$ cat config.mk
export PLATFORM = sky130hd
export DESIGN_NAME = seg7_scan_mux
export DESIGN_NICKNAME = d
export VERILOG_FILES = /design/src/rtl/seg7_pkg.sv /design/src/rtl/seg7_hex_decode.sv /design/src/rtl/seg7_scan_mux.sv
export SDC_FILE = /design/constraint.sdc
export NUM_CORES = 1
export LEC_CHECK = 0
export CAP_MARGIN = 30
export CORE_AREA = 5 5 153 82
export CTS_BUF_LIST = sky130_fd_sc_hd__clkbuf_16
export DETAILED_ROUTE_END_ITERATION = 12
export DIE_AREA = 0 0 158 87
export MAX_ROUTING_LAYER = met4
export PLACE_DENSITY = 0.75
export SKIP_CTS_REPAIR_TIMING = 1
export SYNTH_ARGS = -nofsm -noshare
export SYNTH_HDL_FRONTEND = slang
export SYNTH_SLANG_ARGS = --single-unit
$ cat constraint.sdc
create_clock -name CLK -period 3 [get_ports CLK]
set_input_delay 0.75 -clock CLK [delete_from_list [all_inputs] [get_ports CLK]]
set_output_delay 0.75 -clock CLK [all_outputs]
set_load 0.1 [all_outputs]
$ cat src/rtl/seg7_pkg.sv
// Shared types and constants for the seg7 scan multiplexer.
// Segment encodings are active-low in {dp,g,f,e,d,c,b,a} order.
package seg7_pkg;

    localparam logic [7:0] SEG_OFF = 8'hFF;

    localparam int SEG_A  = 0;
    localparam int SEG_G  = 6;
    localparam int SEG_DP = 7;

    typedef enum logic {
        IDLE,
        PENDING
    } load_state_t;

    function automatic logic [6:0] hex_to_seg(input logic [3:0] nib);
        logic [6:0] seg;
        case (nib)
            4'h0: seg = 7'h40;
            4'h1: seg = 7'h79;
            4'h2: seg = 7'h24;
            4'h3: seg = 7'h30;
            4'h4: seg = 7'h19;
            4'h5: seg = 7'h12;
            4'h6: seg = 7'h02;
            4'h7: seg = 7'h78;
            4'h8: seg = 7'h00;
            4'h9: seg = 7'h10;
            4'hA: seg = 7'h08;
            4'hB: seg = 7'h03;
            4'hC: seg = 7'h46;
            4'hD: seg = 7'h21;
            4'hE: seg = 7'h06;
            default: seg = 7'h0E;
        endcase
        return seg;
    endfunction

endpackage

$ cat src/rtl/seg7_hex_decode.sv
// Combinational hex nibble to active-low gfedcba segment pattern.
module seg7_hex_decode
    import seg7_pkg::*;
(
    input  logic [3:0] nibble,
    output logic [6:0] seg
);

    assign seg = hex_to_seg(nibble);

endmodule

$ cat src/rtl/seg7_scan_mux.sv
// Time-multiplexed common-anode 7-segment driver with shadow-buffered loads,
// brightness PWM, per-slot dead time and leading-zero suppression.
module seg7_scan_mux
    import seg7_pkg::*;
#(
    parameter int NUM_DIGITS = 8,
    parameter int SCAN_DIV_W = 10,
    parameter int BRIGHT_W   = 4,
    parameter int DEAD_CYC   = 4
) (
    input  logic                    CLK,
    input  logic                    RST,
    input  logic                    load_valid,
    output logic                    load_ready,
    input  logic [4*NUM_DIGITS-1:0] load_value,
    input  logic [NUM_DIGITS-1:0]   load_dp,
    input  logic [NUM_DIGITS-1:0]   load_blank,
    input  logic                    load_lz,
    input  logic [BRIGHT_W-1:0]     brightness,
    output logic [NUM_DIGITS-1:0]   digits,
    output logic [7:0]              number,
    output logic                    frame_tick
);

    localparam int SLOT_W = $clog2(NUM_DIGITS);
    localparam logic [SLOT_W-1:0]     LAST_SLOT = SLOT_W'(NUM_DIGITS - 1);
    localparam logic [SCAN_DIV_W-1:0] DEAD_LIM  = SCAN_DIV_W'(DEAD_CYC);

    logic [SCAN_DIV_W-1:0]   div;
    logic [SLOT_W-1:0]       slot;
    logic                    div_wrap;
    logic                    boundary;

    load_state_t             state;
    load_state_t             state_next;
    logic                    accept;
    logic                    transfer;

    logic [4*NUM_DIGITS-1:0] sh_value;
    logic [NUM_DIGITS-1:0]   sh_dp;
    logic [NUM_DIGITS-1:0]   sh_blank;
    logic                    sh_lz;
    logic [NUM_DIGITS-1:0]   sup_mask;
    logic                    leading;

    logic [4*NUM_DIGITS-1:0] act_value;
    logic [NUM_DIGITS-1:0]   act_dp;
    logic [NUM_DIGITS-1:0]   act_blank;
    logic [NUM_DIGITS-1:0]   act_sup;
    logic [BRIGHT_W-1:0]     bright_q;

    logic [3:0]              cur_nibble;
    logic [6:0]              cur_seg;
    logic                    digit_on;
    logic [7:0]              num_on;

    assign div_wrap = (div == '1);
    assign boundary = div_wrap && (slot == LAST_SLOT);
    assign accept   = load_valid && load_ready;
    assign transfer = boundary && (state == PENDING);

    always_ff @(posedge CLK) begin
        if (!RST) begin
            div  <= '0;
            slot <= '0;
        end else begin
            div <= div + 1'b1;
            if (div_wrap) begin
                slot <= (slot == LAST_SLOT) ? '0 : slot + 1'b1;
            end
        end
    end

    always_ff @(posedge CLK) begin
        if (!RST) begin
            state <= IDLE;
        end else begin
            state <= state_next;
        end
    end

    // A load accepted on a boundary cycle is still IDLE there, so it waits a full frame.
    always_comb begin
        state_next = state;
        load_ready = 1'b0;
        case (state)
            IDLE: begin
                load_ready = 1'b1;
                if (load_valid) begin
                    state_next = PENDING;
                end
            end
            PENDING: begin
                if (boundary) begin
                    state_next = IDLE;
                end
            end
            default: state_next = IDLE;
        endcase
    end

    always_ff @(posedge CLK) begin
        if (!RST) begin
            sh_value <= '0;
            sh_dp    <= '0;
            sh_blank <= '0;
            sh_lz    <= 1'b0;
        end else if (accept) begin
            sh_value <= load_value;
            sh_dp    <= load_dp;
            sh_blank <= load_blank;
            sh_lz    <= load_lz;
        end
    end

    // Walk down from the MSB; the first nonzero nibble or lit dp ends the leading run.
    always_comb begin
        sup_mask = '0;
        leading  = 1'b1;
        for (int i = NUM_DIGITS - 1; i >= 1; i--) begin
            if (leading && (sh_value[4*i +: 4] == 4'h0) && !sh_dp[i]) begin
                sup_mask[i] = 1'b1;
            end else begin
                leading = 1'b0;
            end
        end
        if (!sh_lz) begin
            sup_mask = '0;
        end
    end

    always_ff @(posedge CLK) begin
        if (!RST) begin
            act_value <= '0;
            act_dp    <= '0;
            act_blank <= '1;
            act_sup   <= '0;
            bright_q  <= '0;
        end else begin
            if (boundary) begin
                bright_q <= brightness;
            end
            if (transfer) begin
                act_value <= sh_value;
                act_dp    <= sh_dp;
                act_blank <= sh_blank;
                act_sup   <= sup_mask;
            end
        end
    end

    assign cur_nibble = act_value[{slot, 2'b00} +: 4];

    seg7_hex_decode u_hex_decode (
        .nibble (cur_nibble),
        .seg    (cur_seg)
    );

    assign digit_on = (div >= DEAD_LIM)
                   && (div[SCAN_DIV_W-1 -: BRIGHT_W] <= bright_q)
                   && !act_blank[slot]
                   && !act_sup[slot];

    always_comb begin
        num_on                = SEG_OFF;
        num_on[SEG_DP]        = ~act_dp[slot];
        num_on[SEG_G:SEG_A]   = cur_seg;
    end

    always_ff @(posedge CLK) begin
        if (!RST) begin
            digits     <= '1;
            number     <= SEG_OFF;
            frame_tick <= 1'b0;
        end else begin
            frame_tick <= boundary;
            if (digit_on) begin
                digits <= ~(NUM_DIGITS'(1) << slot);
                number <= num_on;
            end else begin
                digits <= '1;
                number <= SEG_OFF;
            end
        end
    end

endmodule
==> results of run 1 <==
layout make-up:
| cell class | count | area, um^2 |
|---|---|---|
| fill | 908 | 4026 |
| multi-input combinational | 466 | 2897 |
| sequential | 139 | 2783 |
| timing repair buffer | 84 | 763.2 |
| clock buffer | 17 | 425.4 |
| tap | 150 | 187.7 |
| clock inverter | 15 | 118.9 |
| inverter | 12 | 45.04 |
cell families after synthesis:
kind of cell	after synthesis	synth area share, %
AOI/OAI and AO/OA	120	15.28
xor gates and xnor gates	8	1.188
muxes	23	6.430
and+or+nand+nor	297	22.20
adders and majority gates	18	3.820
DFF	139	47.20
buffers and inverters	55	3.883
report_power, final:
group | switching (W) | leakage [nW] | internal (W)
clock | 0.000746 | 0.279 | 0.00119
sequential | 0.0000344 | 1.13 | 0.00189
combinational | 0.000106 | 1.34 | 0.000118
layer usage:
layer / vias up / routed length, um
met5: - / 0
met4: 0 / 214
met3: 28 / 950
met2: 151 / 6164
met1: 2231 / 7098
li1: 2334 / -
synth_stat cells, types with 4 or more instances:
cell      number  area, um^2
a21boi_0      88       660.6
a21oi_1        5       25.02
and2_1         9       56.30
buf_2          5       25.02
clkbuf_1      31       116.4
dfxtp_1      139        2783
ha_1          18       225.2
inv_1         11       41.29
mux2i_1        9       90.09
mux4_2         9       202.7
nand2_1      219       822.0
nand3_1       19       95.09
nor2_1        10       37.54
nor2b_1       10       62.56
nor3_1         5       25.02
o211ai_1       6       45.04
or4_1          5       37.54
xnor2_1        4       35.03
xor2_1         4       35.03
path summary, 6_finish.rpt:
kind | end | slack [ns] | cells past startpoint
worst min-delay path | act_dp[4] | 0.46 | 2
worst max register to register | act_value[17] | 0.29 | 8
worst max-delay path | act_value[17] | 0.29 | 8
worst min register to register | act_dp[4] | 0.46 | 2
worst min-delay path, stage by stage (launching register included):
cell and delay [ns]:
dfxtp_1 0.31, nand2_1 0.05, a21boi_1 0.05
flip-flops by register name, indices dropped and copies added, names as in the netlist:
name        flops
act_blank       8
number          8
digits          8
act_dp          8
state           1
act_sup         7
frame_tick      1
div            10
sh_lz           1
sh_value       32
sh_dp           8
sh_blank        8
act_value      32
bright_q        4
slot            3
through the flow:
step | util (%) | hold slack (ns)
finish | 64.20 | 0.4645
global route | 64.20 | 0.4865
CTS | 64.20 | 0.4603
detailed placement | 59.36 | 0.4524
global placement | 59.36 | 0.4385
floorplan | - | 0.4319
==> metrics.md, run 1 <==
| Metric | Value |
|---|---|
| Status | `complete, no violations` |
| Seq cells post-synth | `139` |
| Final TNS setup | `0 ns` |
| Commonest non-fill, non-tap cells in the layout | `219 x nand2_1, 139 x dfxtp_1, 88 x a21boi_0` |
| RSZ-0062 raised after global routing | `false` |
| Static Leakage | `2.747 nW` |
| Seq/Total Area, Yosys | `47.20%` |
| GRT Total Usage | `22.66%` |
| Critical Path Source Type | `flop` |
| Post-Syn Instances | `660` |
| Clock buffers created by TritonCTS | `17` |
| Root Buffer | `clkbuf_16` |
| Post-synth ARST share | `0%` |
| Deepest level of the CTS H-tree | `4` |
| Commonest non-fill, non-tap cell in the layout | `nand2_1` |
| Nets | `794` |
| Fmax | `368.7 MHz` |
| Core box area | `11250 um^2` |
| Final Power | `0.004084 W` |
| Worst-path fanout max | `30` |
| Critical Path RT | `3.33 ns` |
| Area Growth Syn to Fin | `22.45%` |
| Initial drt markers | `369` |
| Syn. warnings | `0` |
| Initial Util | `52.43%` |
| Slew @ Worst Pin | `1.015 ns` |
| Avg WL per Cell | `16.34 um` |
| Post-route ant nets | `0` |
| Vias in the first global route | `4745` |
| Arr. time, crit path | `3.04 ns` |
| Skew-Pair Late Insertion Delay | `0.42 ns` |
| Post-route cell area | `7219 um^2` |
| Crit-path max cell delay | `0.77 ns` |
| Routed vias | `4744` |
| Met2 Usage GRT | `33.46%` |
| Initial antenna violation count | `0` |
| Max Cap Viol | `0` |
| Die ar. | `13750 um^2` |
| EDFF count, synth | `0` |
| Syn avg cell area | `8.933 um^2` |
| Final setup fails | `0` |
| Die Y-Extent | `87 um` |
| Clock Path Buffers | `2` |
| Die X | `158 um` |
| Largest net degree at the start of global routing | `124` |
| Main synth FF type | `dfxtp_1` |
| Antenna diode count | `0` |
| Buf/Inv on CP | `2` |
| Worst vdd ir | `0.2909 mV` |
| PortBufs | `73` |
| Placed insts | `851` |
| Overflow after GRT | `0` |
| Reg-to-Reg Start | `slot[0]` |
| Post-synthesis net count | `734` |
| Yosys cell types | `54` |
| Pre-CTS setup slack | `0.3163 ns` |
| Finished Layout Cells | `883` |
| Fraction of final layout cells sized beyond drive strength 1 | `10.10%` |
| Crit path time final | `2.712 ns` |
| Io pins | `74` |
| Final HPWL DP | `10.21 mm` |
| First-pass GRT wire length | `23.56 mm` |
| Clk sinks | `139` |
| DRC viols | `0` |
| # rows | `28` |
| CP max-delay cell | `dfxtp_1` |
| Tcrit/Tclk final | `90.40%` |
| DR pass1 iterations | `5` |
| Post-placement cell area | `6675 um^2` |
| HP Class | `flop to flop` |
| Post-Syn Area | `5896 um^2` |
| CTS tree | `done` |
| M1 GR Usage | `31.12%` |
| PnR worst setup slack | `0.2880 ns` |
| CP delay by family, top | `flip-flops` |
| Placer Congestion | `0.8538` |
| Cells along the critical path | `buf_4, ha_1, ha_1, nand2_1, nor4_4, buf_4, nand2_1, a21boi_0` |
| Vias per cell | `5.373` |
| Busiest layer in global routing | `met2` |
| Hold path startpoint | `act_dp[4]` |
| Max Slew Vio Count | `0` |
| Crit path launch | `slot[0]` |
| Routed wire length | `14.43 mm` |
| Clk pin slew, worst setup/hold paths | `0.06 ns` |
| Worst Skew | `0.007682 ns` |
| Final hold vios | `0` |
| Pwr dens | `565.7 nW/um^2` |
| CP endpoint kind | `flop` |
| WS Path Type | `flop to flop` |
| Slew headroom | `32.35%` |
| Met3 usage | `4.615%` |
(Power assumes the default switching activity.)
==> run 2: changes to the inputs <==
--- a/config.mk
+++ b/config.mk
@@ -5,14 +5,14 @@
 export SDC_FILE = /design/constraint.sdc
 export NUM_CORES = 1
 export LEC_CHECK = 0
-export CAP_MARGIN = 30
+export CAP_MARGIN = 10
 export CORE_AREA = 5 5 153 82
 export CTS_BUF_LIST = sky130_fd_sc_hd__clkbuf_16
 export DETAILED_ROUTE_END_ITERATION = 12
 export DIE_AREA = 0 0 158 87
+export GPL_ROUTABILITY_DRIVEN = 0
 export MAX_ROUTING_LAYER = met4
 export PLACE_DENSITY = 0.75
-export SKIP_CTS_REPAIR_TIMING = 1
 export SYNTH_ARGS = -nofsm -noshare
 export SYNTH_HDL_FRONTEND = slang
 export SYNTH_SLANG_ARGS = --single-unit
==> results of run 2 <==
Same layout as run 1: the final DEF is identical, and so are final timing and power.
==> variant: new RTL, config.mk and constraints of run 1 <==
Put one more register stage on the output `digits`, with the module's reset. The value now appears one clock later. The other outputs are not delayed to match.
--- a/src/rtl/seg7_scan_mux.sv
+++ b/src/rtl/seg7_scan_mux.sv
@@ -27,2 +27,4 @@
     localparam logic [SCAN_DIV_W-1:0] DEAD_LIM  = SCAN_DIV_W'(DEAD_CYC);
+
+    logic [NUM_DIGITS-1:0] digits_s0;
 
@@ -171,3 +173,3 @@
         if (!RST) begin
-            digits     <= '1;
+            digits_s0  <= '1;
             number     <= SEG_OFF;
@@ -177,6 +179,6 @@
             if (digit_on) begin
-                digits <= ~(NUM_DIGITS'(1) << slot);
+                digits_s0 <= ~(NUM_DIGITS'(1) << slot);
                 number <= num_on;
             end else begin
-                digits <= '1;
+                digits_s0 <= '1;
                 number <= SEG_OFF;
@@ -186,2 +188,10 @@
 
+    always_ff @(posedge CLK) begin
+        if (!RST) begin
+            digits <= '0;
+        end else begin
+            digits <= digits_s0;
+        end
+    end
+
 endmodule
Check against the original RTL: not equivalent (Yosys sat finds a counterexample within 4 cycles, from zero or initial values and one cycle with RST low).
==> variant against run 1 <==
- sequential cell count increased by 8
- final area increased by 4.3%
- setup slack improved by 0.11 ns
- via count increased by 1.3%
- synthesized area increased by 3.6%
- largest power group unchanged
- critical endpoint is now digits_s0[5]
- cell count increased by 1.8%
- power increased by 12%
- wire length decreased by 2.2%
==> variant: results (changes against run 1) <==
Switching Fraction 21.4% (-0.34 points); WHS Path Cells 1 (-1); register area share after synthesis 48.2% (+0.99 points); Static Leakage 2.87 nW (+4.7%); Synth Net Count 750 (+2.2%); Crit Path Max Fanout 13 (-57%); relative slew slack 51.4% (+19 points); Placed Area 6910 um2 (+3.5%); vias per cell 5.34 (-0.54%); pin count of the biggest net entering global routing 76 (-39%); worst reg2reg path startpoint slot[1]; Area contributors post-synth dfxtp_1 48%, nand2_1 13%, a21boi_0 11%; root buffer cell clkbuf_16; fill count 901 (-0.77%); Synth async-reset ratio 0% (unchanged); crit-path leading delay family compound AO/OA/AOI/OAI gates; vias in the first global route 4777 (+0.67%); outcome completed; Reg clk slew, reported paths 0.06 ns (about the same); Clock Skew 0.00716 ns (-0.000517 ns); DR iter-0 viols 387 (+4.9%); Register-to-Register Path Depth 6 (-2); Crit path largest cell delay 0.69 ns (-0.08 ns); VDD IR max 0.468 mV (+61%); Net count, final 811 (+2.1%); FF-to-FF End digits_s0[5]; layout cells sized above 1 10.0% (-0.082 points); Port Buffer Count 73 (unchanged); Detail Placement HPWL 9.86 mm (-3.4%); met2 global-route usage 33.3% (-0.15 points); GP Congestion 0.869 (+1.8%); Post-synth top cells 219 x nand2_1, 147 x dfxtp_1, 91 x a21boi_0; worst reg2reg setup slack 0.40 ns (+0.11 ns); met3 usage 5.61% (+0.99 points); post-synthesis cell type count 51 (-5.6%); Avg WL per Cell 15.7 um (-3.9%)
[variant: cell types whose count changed after synthesis, moves of 3 or more]
cell and delta:
a21boi_0 +3, and2_1 +8, a21boi_1 -3, dfxtp_1 +8
[variant: final cells by class]
type / instances / share of cell area (%)
sequential: 147 / 39.1
inverter: 12 / 0.598
clock inverter: 14 / 2.58
tap: 150 / 2.49
multi-input combinational: 474 / 39.2
clock buffer: 17 / 5.65
timing repair buffer: 85 / 10.4
[variant: power by group through the flow]
stage | combinational (mW) | sequential [mW] | clock [mW]
3_3_place_gp | 0.274 | 2.08 | 0
4_1_cts | 0.283 | 2.04 | 2.25
5_1_grt | 0.307 | 2.04 | 2.36
3_5_place_dp | 0.281 | 2.08 | 0
2_1_floorplan | 0.121 | 2.11 | 0
6_report | 0.281 | 2.04 | 2.24
[variant: per-stage QoR]
stage | util [%] | setup WS [ns] | instances
global placement | 61.4 | 0.543 | 868
CTS | 66.9 | 0.437 | 899
detailed placement | 61.4 | 0.459 | 868
floorplan | - | 0.611 | 676
finish | 66.9 | 0.399 | 899
global route | 66.9 | 0.208 | 899
[variant: kinds of logic (layout without fill, tap and decap cells)]
kind of cell / after synthesis / count (layout) / synth area share, %
fa+ha+maj: 18 / 18 / 3.69
mux: 23 / 23 / 6.27
compound gates: 120 / 120 / 14.8
xor+xnor: 8 / 8 / 1.15
flops: 147 / 147 / 48.2
buf+inv: 55 / 128 / 3.71
simple gates: 305 / 305 / 22.2
[variant: metal layers]
metal | vias to the layer above | wire length (um)
li1 | 2383 | -
met1 | 2275 | 6880
met2 | 123 | 6130
met3 | 23 | 872
met4 | 0 | 225
met5 | - | 0
[variant: worst min-delay path by stage]
| stage | start | slack (ns) | endpoint |
|---|---|---|---|
| 2_1_floorplan | digits_s0[0] | 0.41 | digits[0] |
| 3_3_place_gp | digits_s0[5] | 0.43 | digits[5] |
| 3_5_place_dp | digits_s0[1] | 0.42 | digits[1] |
| 4_1_cts | digits_s0[5] | 0.44 | digits[5] |
| 5_1_grt | digits_s0[1] | 0.46 | digits[1] |
| 6_report | digits_s0[0] | 0.44 | digits[0] |
